[src/rtl/clk_div_prog.sv]
`default_nettype none
// ============================================================================
//  Module      : clk_div_prog
//  Description : N-channel programmable integer clock divider with glitch-free
//                ratio updates at period boundaries and 50% duty on odd ratios.
//  Revision    : 1.0 - initial release
// ============================================================================
module clk_div_prog #(
    parameter int NUM_CH   = 4,
    parameter int CNT_W    = 8,
    parameter int DIV_INIT = 2
) (
    input  logic                    clk,
    input  logic                    rst_n,
    input  logic [NUM_CH*CNT_W-1:0] div_ratio,
    input  logic [NUM_CH-1:0]       load,
    input  logic [NUM_CH-1:0]       ch_en,
    input  logic                    sync,
    output logic [NUM_CH-1:0]       clk_out,
    output logic [NUM_CH-1:0]       tick,
    output logic [NUM_CH-1:0]       err
);

    localparam logic [CNT_W-1:0] c_div_init  = CNT_W'(DIV_INIT);
    localparam logic [CNT_W-1:0] c_min_ratio = CNT_W'(2);
    localparam logic [CNT_W-1:0] c_one       = CNT_W'(1);

    typedef enum logic [0:0] {
        ST_IDLE = 1'b0,
        ST_RUN  = 1'b1
    } state_t;

    for (genvar gi = 0; gi < NUM_CH; gi++) begin : g_ch
        state_t           r_state;
        state_t           w_state_nxt;
        logic [CNT_W-1:0] r_cnt;
        logic [CNT_W-1:0] w_cnt_nxt;
        logic [CNT_W-1:0] r_act;
        logic [CNT_W-1:0] w_act_nxt;
        logic [CNT_W-1:0] r_pend;
        logic [CNT_W-1:0] w_pend_nxt;
        logic             r_pend_vld;
        logic             w_pend_vld_nxt;
        logic             r_clk_p;
        logic             w_clk_p_nxt;
        logic             r_clk_n;
        logic             r_tick;
        logic             w_tick_nxt;
        logic             r_err;

        logic [CNT_W-1:0] w_ratio;
        logic             w_load_ok;
        logic             w_load_bad;
        logic [CNT_W-1:0] w_pend_eff;
        logic             w_pend_eff_vld;
        logic [CNT_W-1:0] w_cnt_inc;
        logic [CNT_W-1:0] w_half;
        logic             w_start;
        logic             w_boundary;

        assign w_ratio    = div_ratio[gi*CNT_W +: CNT_W];
        assign w_load_ok  = load[gi] && (w_ratio >= c_min_ratio);
        assign w_load_bad = load[gi] && (w_ratio <  c_min_ratio);

        // A load landing in the same cycle as a boundary/start must be seen by it.
        assign w_pend_eff     = w_load_ok ? w_ratio : r_pend;
        assign w_pend_eff_vld = w_load_ok | r_pend_vld;

        assign w_cnt_inc  = r_cnt + c_one;
        assign w_half     = r_act >> 1;
        assign w_start    = ch_en[gi] && (sync || (r_state == ST_IDLE));
        assign w_boundary = (r_state == ST_RUN) && (r_cnt == (r_act - c_one));

        always_comb begin
            w_state_nxt    = r_state;
            w_cnt_nxt      = r_cnt;
            w_act_nxt      = r_act;
            w_pend_nxt     = w_pend_eff;
            w_pend_vld_nxt = w_pend_eff_vld;
            w_clk_p_nxt    = 1'b0;
            w_tick_nxt     = 1'b0;
            if (w_start || w_boundary) begin
                if (w_pend_eff_vld) begin
                    w_act_nxt      = w_pend_eff;
                    w_pend_vld_nxt = 1'b0;
                end
                w_cnt_nxt = '0;
                if (ch_en[gi]) begin
                    w_state_nxt = ST_RUN;
                    w_clk_p_nxt = 1'b1;
                    w_tick_nxt  = 1'b1;
                end else begin
                    // Park low at the boundary so the last pulse is never cut short.
                    w_state_nxt = ST_IDLE;
                end
            end else if (r_state == ST_RUN) begin
                w_cnt_nxt   = w_cnt_inc;
                w_clk_p_nxt = (w_cnt_inc < w_half);
            end
        end

        always_ff @(posedge clk or negedge rst_n) begin
            if (!rst_n) begin
                r_state    <= ST_IDLE;
                r_cnt      <= '0;
                r_act      <= c_div_init;
                r_pend     <= '0;
                r_pend_vld <= 1'b0;
                r_clk_p    <= 1'b0;
                r_tick     <= 1'b0;
                r_err      <= 1'b0;
            end else begin
                r_state    <= w_state_nxt;
                r_cnt      <= w_cnt_nxt;
                r_act      <= w_act_nxt;
                r_pend     <= w_pend_nxt;
                r_pend_vld <= w_pend_vld_nxt;
                r_clk_p    <= w_clk_p_nxt;
                r_tick     <= w_tick_nxt;
                if (w_load_bad) begin
                    r_err <= 1'b1;
                end else if (w_load_ok) begin
                    r_err <= 1'b0;
                end
            end
        end

        // Half-cycle delayed copy stretches the high phase by 0.5 clk for odd ratios.
        always_ff @(negedge clk or negedge rst_n) begin
            if (!rst_n) begin
                r_clk_n <= 1'b0;
            end else begin
                r_clk_n <= r_clk_p;
            end
        end

        assign clk_out[gi] = r_clk_p | (r_act[0] & r_clk_n);
        assign tick[gi]    = r_tick;
        assign err[gi]     = r_err;
    end

endmodule
`default_nettype wire
[config.mk]
export PLATFORM = sky130hd
export DESIGN_NAME = clk_div_prog
export DESIGN_NICKNAME = d
export VERILOG_FILES = /design/src/rtl/clk_div_prog.sv
export SDC_FILE = /design/constraint.sdc
export NUM_CORES = 1
export LEC_CHECK = 0
export CAP_MARGIN = 0
export CORE_UTILIZATION = 45
export DETAILED_ROUTE_END_ITERATION = 12
export HOLD_SLACK_MARGIN = 0.15
export PLACE_DENSITY_LB_ADDON = 0.15
export SYNTH_ARGS = -nofsm -noshare
export SYNTH_HDL_FRONTEND = slang
export SYNTH_SLANG_ARGS = --single-unit
[constraint.sdc]
create_clock -name clk -period 3.29 [get_ports clk]
set_input_delay 0.8225 -clock clk [delete_from_list [all_inputs] [get_ports clk]]
set_output_delay 0.8225 -clock clk [all_outputs]
set_load 0.1 [all_outputs]
==> results of run 1 <==
[report_power, final]
group          leakage, nW  switching [mW]  internal (mW)  total [mW]
clock network        0.334           0.696           1.50        2.20
logic                 2.08           0.971          0.823        1.79
registers             1.47           0.382           1.78        2.16
[registers in the layout, indices dropped and copies added (netlist names)]
register,count
g_ch.r_pend_vld,4
g_ch.r_clk_p,4
g_ch.r_err,4
g_ch.r_tick,4
g_ch.r_pend,32
g_ch.r_clk_n,4
g_ch.r_act,32
g_ch.r_state,4
g_ch.r_cnt,32
[cell usage in the layout, fill, tap and decap left out, types with 26 or more instances in the layout]
cell type        Yosys  final
nand2_1            103    103
a21oi_1             33     33
xor2_1              45     45
dfrtp_1            112    112
xnor2_1             32     32
inv_1               48     48
nor2_1              58     58
mux2_2              26     26
ha_1                32     32
clkdlybuf4s50_1      0     41
[per-stage QoR]
stage / cells / TNS, ns / power (mW) / util (%) / hold WS (ns)
4_1_cts: 951 / -1.121 / 6.222 / 56.12 / 0.3119
5_1_grt: 951 / -1.250 / 6.572 / 56.12 / 0.3174
3_3_place_gp: 919 / 0 / 3.895 / 51.31 / 0.4491
2_1_floorplan: 706 / 0 / 3.460 / - / 0.4344
6_report: 951 / -1.040 / 6.153 / 56.12 / 0.3074
3_5_place_dp: 919 / 0 / 3.973 / 51.31 / 0.4556
[kinds of logic (layout without fill, tap and decap cells)]
family / after synthesis / count (layout)
AO/OA/AOI/OAI: 117 / 117
XOR/XNOR: 77 / 77
adder cells (fa/ha/maj): 32 / 32
buffers and inverters: 85 / 146
flip-flops: 120 / 120
multiplexers: 31 / 31
AND/OR/NAND/NOR: 244 / 244
[metal layers]
metal,vias to the layer above,track usage [%],part of all wire (%)
met5,-,0,0.094
met4,2,7.068,1.7
met3,21,5.403,3.3
met2,72,34.56,50
met1,2452,23.78,45
li1,2502,-,-
[worst paths after layout]
path                              startpoint                 to  slack (ns)  cells past startpoint
max in group asynchronous              rst_n    g_ch[3].r_clk_n        1.14                      1
hold reg to reg            g_ch[2].r_pend[4]  g_ch[2].r_pend[4]        0.47                      2
min in group clk           g_ch[2].r_pend[4]  g_ch[2].r_pend[4]        0.47                      2
setup reg to reg            g_ch[1].r_act[1]   g_ch[1].r_act[1]        0.50                      9
hold / removal                         rst_n  g_ch[0].r_pend[6]        0.31                      1
setup / recovery             g_ch[1].r_clk_n         clk_out[1]       -0.26                      2
[area by class of cell]
class | count | area, um^2 | share of cell area [%]
clock buffer | 17 | 425.4 | 5.216
clock inverter | 15 | 274.0 | 3.359
inverter | 48 | 180.2 | 2.209
multi-input combinational | 501 | 3378 | 41.42
sequential | 120 | 3008 | 36.88
tap | 184 | 230.2 | 2.823
timing repair buffer | 66 | 660.6 | 8.099
[critical path: cells and delay by family, from the launching register on]
kind,cells,cell delay (ns)
buffers and inverters,1,0.17
DFF,1,0.39
AOI/OAI and AO/OA,1,0.14
[timing repair]
action | 4_1_cts | 5_1_grt
gates resized for setup | 0 | 0
hold buffers | 0 | 0
setup endpoints to repair | 4 | 4
pin swaps | 4 | 0
setup buffers | 0 | 0
==> summary.txt, run 1 <==
Clock tree
  – Insertion delay to the later sink of the worst-skew pair: 0.41 ns
  – CTS tree: yes
  – Max clock buf depth: 2
  – Clk slew on worst S/H paths: 0.05 ns
  – Clock Tree Root: clkbuf_16
  – Htree depth: 4
  – Clk sinks: 120
  – CTS buffer count: 17

STA
  – Slew @ Worst Pin: 1.123 ns
  – RSZ-0062 raised after global routing: yes
  – Worst clock skew: 0.02280 ns
  – Slew Limit Fails: 0
  – Final setup viols: 4
  – Final Hold Fails: 0
  – Final WS setup: -0.2645 ns
  – Slew margin rel.: 25.11%

Place
  – Placer congestion estimate: 0.8107
  – Placed standard-cell area: 7457 um^2
  – Post-place setup slack: 0.1232 ns
  – Detailed placer's ending HPWL: 9987 um
  – IO buf count: 54

Pwr
  – Leak pwr: 3.886 nW
  – Pwr Density: 754.4 nW/um^2
  – Peak supply drop: 0.4097 mV

Critical path
  – CP Class: reg -> out
  – Worst Path Required: 2.47 ns
  – CP max stage delay: 0.39 ns
  – Worst Setup End Kind: output pin
  – Startpoint Class: flop
  – Critical path cell sequence: a21o_2 -> buf_12
  – CP max FO: 1
  – Critical path's slowest cell: dfrtn_1
  – Critical Path AT: 2.73 ns

Outcome
  – Status: finished, violations left
  – Violated checks: setup timing

Synth
  – Top-count cell post-synth: dfrtp_1
  – Synth Area in Adders: 5.961%
  – Synth top area share: 41.73%
  – Synthesized area per cell: 9.513 um^2
  – Post-synth EDFFs: 0
  – Mux share of post-synthesis cell area: 5.123%
  – Post-Syn Area: 6716 um^2
  – Largest family of logic cells by synthesized area: simple AND/OR/NAND/NOR gates
  – Synthesized net count: 781
  – Register area share after synthesis: 44.78%
  – Synth cell count leaders: dfrtp_1, nand2_1, nor2_1
  – Synth Area in Compound Gates: 12.31%
  – XOR/XNOR share of the synthesized area: 10.04%
  – Cell taking the most area after synthesis: dfrtp_1
  – Seq cells post-synth: 120
  – Synth cell types: 54
  – Ys Warns: 0
  – Asr flop ratio synth: 100.0%
  – Post-Synthesis Cells: 706
  – Simple-gate share of the synthesized area: 16.56%
  – Top post-synthesis cells by area: dfrtp_1, ha_1, xor2_1
  – Ys flop type: dfrtp_1

Detailed routing
  – Routed WL per cell: 14.49 um
  – DR pass1 iterations: 4
  – Routed vias/inst: 5.309
  – Detail Route Antenna Nets: 0
  – DRC Markers: 0
  – Vias: 5049
  – Drt initial violations: 213
  – Drt total wl: 13780 um

Layout
  – Share of cells above drive strength 1: 13.04%
  – Number of diodes: 0
  – Area grow syn2layout: 21.44%
  – Fin area: 8157 um^2
  – Fill count: 1283
  – Nets: 829

GRT
  – Pin count of the biggest net entering global routing: 45
  – First-pass GRT wire length: 23670 um
  – Number of global-route vias before repair: 5183
  – GRT overflow: 0
  – Antenna violations before repair: 1
  – Global Route Usage Sum: 20.00%

Floorplanning
  – Core area: 14530 um^2
  – Die area: 15420 um^2
  – Chip Height: 124.2 um
  – Io pins: 55
  – Chip Width: 124.2 um
  – Initial Util: 46.21%
  – Std cell rows: 44

Run
  – Max cap viols: 0

Worst hold path
  – Worst hold path class: in -> async
Power figures use the tool's default switching activity.
==> run 2: changes to the inputs <==
==> constraint.sdc (replaced) <==
create_clock -name clk -period 4.6 [get_ports clk]
set_input_delay 1.15 -clock clk [delete_from_list [all_inputs] [get_ports clk]]
set_output_delay 1.15 -clock clk [all_outputs]
set_load 0.1 [all_outputs]
==> run 2 against run 1 <==
Effect of this change: the run now ends clean; combinational power shrank 28%; via count shrank 0.57%; sequential cell count is the same; wire length shrank 1.5%; setup slack gained 0.31 ns; highest routed layer is now met4.
==> summary.txt, run 2 (synthesized netlist as in run 1, its figures left out) <==
Layout
  – Leading cell types in the layout, fill and taps excluded: dfrtp_1, nand2_1, nor2_1, clkdlybuf4s50_1, inv_1
  – Non-Filler Instances: 947 (-0.42%)
  – Share of cells above drive strength 1: 10.37% (-2.7 points)
  – Fill count: 1296 (+1.0%)
  – Biggest regs: g_ch.r_act (32), g_ch.r_cnt (32), g_ch.r_pend (32)
  – Fin util: 55.15% (-0.97 points)
  – Most common cell after layout, fill and taps aside: dfrtp_1
  – Area grow syn2layout: 19.34%
  – Nets: 824 (-0.60%)

STA
  – Slew Limit Fails: 0 (unchanged)
  – Slew @ Worst Pin: 0.9702 ns (-0.1532 ns)
  – Worst clock skew: 0.02274 ns (-0.00005480 ns)
  – Final Hold Fails: 0 (unchanged)
  – Setup Total Neg Slack: 0 ns (+1.040 ns)
  – Slew margin rel.: 35.12% (+10 points)
  – RSZ-0062 raised after global routing: yes
  – Final setup viols: 0 (-4)

Clock tree
  – Clk slew on worst S/H paths: 0.05 ns (about the same)
  – Hold bufs inserted after CTS: 0 (unchanged)
  – CTS buffer count: 17 (unchanged)
  – Clk sinks: 120 (unchanged)
  – Post-CTS Repair Setup Buffers: 0 (unchanged)
  – Number of gates resized after CTS: 0 (unchanged)
  – Insertion delay to the later sink of the worst-skew pair: 0.41 ns (about the same)
  – Clock Tree Root: clkbuf_16
  – CTS tree: yes
  – Htree depth: 4 (unchanged)
  – Max clock buf depth: 2 (unchanged)

Floorplanning
  – Chip Width: 124.2 um (unchanged)
  – Initial Util: 46.21% (unchanged)
  – Std cell rows: 44 (unchanged)
  – Chip Height: 124.2 um (unchanged)
  – Core area: 14530 um^2 (unchanged)
  – Die area: 15420 um^2 (unchanged)
  – Io pins: 55 (unchanged)

Critical path
  – Worst Setup End Kind: output pin
  – CP max FO: 1 (unchanged)
  – Worst setup endpoint: clk_out[3]
  – Worst Path Required: 3.45 ns (+0.98 ns)
  – Worst R2R Path Depth: 7 (-2)
  – CP Class: reg -> out
  – CP top delay family: flip-flops
  – FF-to-FF End: g_ch[0].r_act[6]
  – Levels on crit path: 2 (unchanged)
  – CP max stage delay: 0.39 ns (about the same)
  – Worst setup startpoint: g_ch[3].r_clk_n
  – Critical path's slowest cell: dfrtn_1
  – Critical path cell sequence: a21o_1 -> buf_12
  – Critical Path AT: 3.41 ns (+0.68 ns)
  – R2r setup slk: 1.58 ns (+1.08 ns)
  – Startpoint Class: flop
  – WP buf/inv: 1 (unchanged)
  – Worst reg2reg startpoint: g_ch[0].r_act[3]

Place
  – Placer congestion estimate: 0.8656 (+6.8%)
  – Detailed placer's ending HPWL: 9716 um (-2.7%)
  – IO buf count: 54 (unchanged)
  – Placed insts: 914 (-0.54%)

GRT
  – First-pass GRT wire length: 23680 um (about the same)
  – Antenna violations before repair: 1 (unchanged)
  – Global Route Usage Sum: 20.00% (about the same)
  – GRT overflow: 0 (unchanged)
  – Number of global-route vias before repair: 5191 (+0.15%)
  – Pin count of the biggest net entering global routing: 55 (+22%)

Pwr
  – Peak supply drop: 0.3505 mV (-14%)
  – Pwr Density: 519.6 nW/um^2 (-31%)
  – Cell Int Power: 2.737 mW (-33%)
  – Combinational share of power: 31.0% (+1.8 points)
  – Leak pwr: 3.804 nW (-2.1%)
  – Sw frac: 34.29% (+0.99 points)
  – Seq pwr share: 37.0% (+1.9 points)
  – Total Power: 4.164 mW (-32%)
  – Clk pwr share: 32.0% (-3.7 points)
  – NetSw: 1.428 mW (-30%)

Detailed routing
  – Detail Route Antenna Nets: 0 (unchanged)
  – Vias: 5020 (-0.57%)
  – DR pass1 iterations: 4 (unchanged)
  – Routed vias/inst: 5.301 (-0.15%)
  – Routed WL per cell: 14.33 um (-1.1%)
  – Drt total wl: 13570 um (-1.5%)
  – Drt initial violations: 218 (+2.3%)
  – DRC Markers: 0 (unchanged)

Run
  – Max cap viols: 0 (unchanged)

Worst hold path
  – Worst hold path class: reg -> reg

Outcome
  – Status: complete, no violations
[run 2: cell count changes in the layout (fill, tap and decap cells not counted)]
cell,previous run,this run
clkinv_4,4,0
clkinv_2,1,5
buf_12,5,4
inv_6,1,0
diode_2,0,1
clkinvlp_4,2,1
a21o_1,1,5
clkbuf_1,0,4
buf_4,20,8
a21o_2,4,0
clkbuf_8,0,2
clkdlybuf4s50_1,41,49
bufinv_16,7,3
[run 2: how the worst min path moves through the flow]
| stage | slack, ns | endpoint | cells after the start | from |
|---|---|---|---|---|
| floorplan | 0.43 | g_ch[0].r_pend[6] | 2 | g_ch[0].r_pend[6] |
| global placement | 0.45 | g_ch[2].r_pend[5] | 2 | g_ch[2].r_pend[5] |
| detailed placement | 0.46 | g_ch[3].r_pend[4] | 2 | g_ch[3].r_pend[4] |
| CTS | 0.48 | g_ch[2].r_pend[6] | 2 | g_ch[2].r_pend[6] |
| global route | 0.50 | g_ch[3].r_pend[4] | 2 | g_ch[3].r_pend[4] |
| finish | 0.47 | g_ch[2].r_pend[4] | 2 | g_ch[2].r_pend[4] |
[run 2: cell type report]
cell class                      count  area [um^2]  share of cell area, %
Multi-Input combinational cell    501         3373                  42.09
Antenna cell                        1        2.502                0.03122
Timing Repair Buffer               61        630.6                  7.868
Tap cell                          184        230.2                  2.872
Inverter                           48        180.2                  2.248
Sequential cell                   120         3008                  37.53
Clock buffer                       23        467.9                  5.838
Clock inverter                      9        122.6                  1.530
[run 2: tightest hold or removal path: stages, from the launching register on]
cell and delay (ns):
dfrtp_1 0.32, nand2_1 0.04, nand2_1 0.07
[run 2: power groups by stage]
stage / Sequential, mW / Combinational (mW) / Clock (mW)
after detailed placement: 1.56 / 1.27 / 0
after global routing: 1.58 / 1.45 / 1.42
final: 1.54 / 1.29 / 1.33
after CTS: 1.54 / 1.30 / 1.37
after global placement: 1.55 / 1.23 / 0
after floorplan: 1.45 / 1.02 / 0
[run 2: routing by layer]
layer,wire (um),vias up,GRT usage [%]
met5,0,-,0
met4,318,0,8.929
met3,446,20,6.136
met2,6694,68,33.43
met1,6110,2433,23.54
li1,-,2499,-
[run 2: through the flow]
step	instance area (um^2)	hold WS [ns]	setup WS, ns
global placement	7422	0.4515	0.4480
floorplan	6716	0.4344	0.1161
finish	8015	0.4673	0.04487
global route	8013	0.4960	-0.01877
CTS	8013	0.4775	0.01732
detailed placement	7422	0.4595	0.4459
==> run 3: changes to the inputs <==
==> constraint.sdc (replaced) <==
create_clock -name clk -period 5.2 [get_ports clk]
set_input_delay 1.3 -clock clk [delete_from_list [all_inputs] [get_ports clk]]
set_output_delay 1.3 -clock clk [all_outputs]
set_load 0.1 [all_outputs]
==> run 3 against run 2 <==
Effect of this change: first-iteration DRC count grew 29%; setup slack gained 0.11 ns; largest cell class unchanged; largest power group unchanged; hold slack lost 0.0031 ns; utilization shrank 0.16 points; sequential cell count is the same; critical path type unchanged; register-to-register slack gained 0.45 ns; cell count shrank 0.32%; via count shrank 1.9%; clock power shrank 12%; wire length shrank 1.1%; sequential power shrank 12%.
==> summary.txt, run 3 (synthesized netlist as in run 1, its figures left out) <==
Outcome
  – Status: complete, no violations

GRT
  – GRT overflow: 0 (unchanged)
  – Pin count of the biggest net entering global routing: 52 (-5.5%)
  – First-pass GRT wire length: 23570 um (-0.46%)
  – Global Route Usage Sum: 19.85% (-0.15 points)
  – Antenna violations before repair: 1 (unchanged)
  – Number of global-route vias before repair: 5059 (-2.5%)

Detailed routing
  – Drt total wl: 13430 um (-1.1%)
  – DR pass1 iterations: 4 (unchanged)
  – Routed WL per cell: 14.22 um (-0.74%)
  – Routed vias/inst: 5.217 (-1.6%)
  – DRC Markers: 0 (unchanged)
  – Drt initial violations: 282 (+29%)
  – Vias: 4925 (-1.9%)
  – Detail Route Antenna Nets: 0 (unchanged)

Critical path
  – Critical path's slowest cell: dfrtn_1
  – Worst Setup End Kind: output pin
  – CP max FO: 1 (unchanged)
  – Startpoint Class: flop
  – Critical path cell sequence: a21o_1 -> buf_12
  – CP max stage delay: 0.40 ns (about the same)
  – CP Class: reg -> out
  – Critical Path AT: 3.74 ns (+0.33 ns)
  – Worst Path Required: 3.90 ns (+0.45 ns)

Clock tree
  – Clk slew on worst S/H paths: 0.05 ns (about the same)
  – Clock Tree Root: clkbuf_16
  – Htree depth: 4 (unchanged)
  – Hold bufs inserted after CTS: 0 (unchanged)
  – Max clock buf depth: 2 (unchanged)
  – Clk sinks: 120 (unchanged)
  – Post-CTS Repair Setup Buffers: 0 (unchanged)
  – CTS buffer count: 17 (unchanged)
  – CTS tree: yes
  – Insertion delay to the later sink of the worst-skew pair: 0.41 ns (about the same)
  – Number of gates resized after CTS: 0 (unchanged)

STA
  – Slew margin rel.: 24.32% (-11 points)
  – Slew @ Worst Pin: 1.135 ns (+0.1651 ns)
  – Worst clock skew: 0.02340 ns (+0.0006559 ns)
  – RSZ-0062 raised after global routing: no
  – Final Hold Fails: 0 (unchanged)
  – Final setup viols: 0 (unchanged)
  – Setup Total Neg Slack: 0 ns (unchanged)
  – Slew Limit Fails: 0 (unchanged)

Pwr
  – Sw frac: 34.35% (+0.064 points)
  – NetSw: 1.257 mW (-12%)
  – Pwr Density: 458.0 nW/um^2 (-12%)
  – Seq pwr share: 37.3% (+0.3 points)
  – Leak pwr: 3.788 nW (-0.42%)
  – Clk pwr share: 32.0% (about the same)
  – Combinational share of power: 30.7% (-0.3 points)
  – Peak supply drop: 0.2373 mV (-32%)
  – Cell Int Power: 2.403 mW (-12%)

Floorplanning
  – Std cell rows: 44 (unchanged)
  – Io pins: 55 (unchanged)
  – Core area: 14530 um^2 (unchanged)
  – Chip Width: 124.2 um (unchanged)
  – Initial Util: 46.21% (unchanged)
  – Die area: 15420 um^2 (unchanged)
  – Chip Height: 124.2 um (unchanged)

Layout
  – Nets: 822 (-0.24%)
  – Fin util: 54.98% (-0.16 points)
  – Biggest regs: g_ch.r_act (32), g_ch.r_cnt (32), g_ch.r_pend (32)
  – Leading cell types in the layout, fill and taps excluded: dfrtp_1, nand2_1, nor2_1, clkdlybuf4s50_1, inv_1
  – Area grow syn2layout: 18.98%
  – Share of cells above drive strength 1: 10.13% (-0.24 points)
  – Most common cell after layout, fill and taps aside: dfrtp_1
  – Number of diodes: 0 (-1)

Place
  – Placer congestion estimate: 0.8601 (-0.64%)
  – Detailed placer's ending HPWL: 9676 um (-0.41%)
  – IO buf count: 54 (unchanged)

Worst hold path
  – Worst hold path class: reg -> reg

Run
  – Max cap viols: 0 (unchanged)
==> run 3: cell types whose count changed in the layout (fill, tap and decap cells not counted), sizes merged <==
cell / change
clkbuf: -1
clkinvlp: +1
buf: -2
diode: -1
==> run 3: final cells by class <==
cell class | instances | area (um^2)
flip-flops and latches | 120 | 3008
inverters | 48 | 180.2
repair buffers | 59 | 615.6
fillers | 1317 | 6543
clock buffers | 22 | 454.2
well taps | 184 | 230.2
multi-input cells | 501 | 3373
clock inverters | 10 | 130.1
==> run 3: worst max-delay path, delay by kind of cell, from the launching register on <==
family	cells	cell delay, ns
AOI/OAI and AO/OA	1	0.17
buffers and inverters	1	0.18
DFF	1	0.40
==> run 3: stage by stage <==
step                power, mW  area [um^2]  cells  hold slack (ns)  setup WS [ns]
floorplan               2.188         6716    706           0.4344         0.2661
global placement        2.458         7407    912           0.4532         0.5958
detailed placement      2.502         7407    912           0.4576         0.5759
CTS                     3.699         7991    944           0.4696         0.1450
global route            3.927         7991    944           0.4930         0.1127
finish                  3.660         7991    944           0.4642         0.1592
==> run 3: final timing paths <==
check | startpoint | to | slack, ns | cells after the start
max in group asynchronous | rst_n | g_ch[3].r_clk_n | 1.55 | 1
min in group asynchronous | rst_n | g_ch[0].r_pend[7] | 0.81 | 1
setup reg to reg | g_ch[0].r_clk_p | g_ch[0].r_clk_n | 2.03 | 0
hold / removal | g_ch[2].r_pend[5] | g_ch[2].r_pend[5] | 0.46 | 2
hold reg to reg | g_ch[2].r_pend[5] | g_ch[2].r_pend[5] | 0.46 | 2
setup / recovery | g_ch[3].r_clk_n | clk_out[3] | 0.16 | 2
==> run 3: per-layer routing <==
layer,track usage [%],routed length (um)
met5,0,13
met4,7.589,217
met3,5.266,429
met2,33.39,6565
met1,24.21,6201
==> run 3: power by group through the flow <==
stage / logic, mW / registers, mW / clock network [mW]
floorplan: 0.905 / 1.28 / 0
global placement: 1.09 / 1.37 / 0
detailed placement: 1.13 / 1.38 / 0
CTS: 1.14 / 1.37 / 1.20
global route: 1.28 / 1.40 / 1.24
finish: 1.12 / 1.36 / 1.17
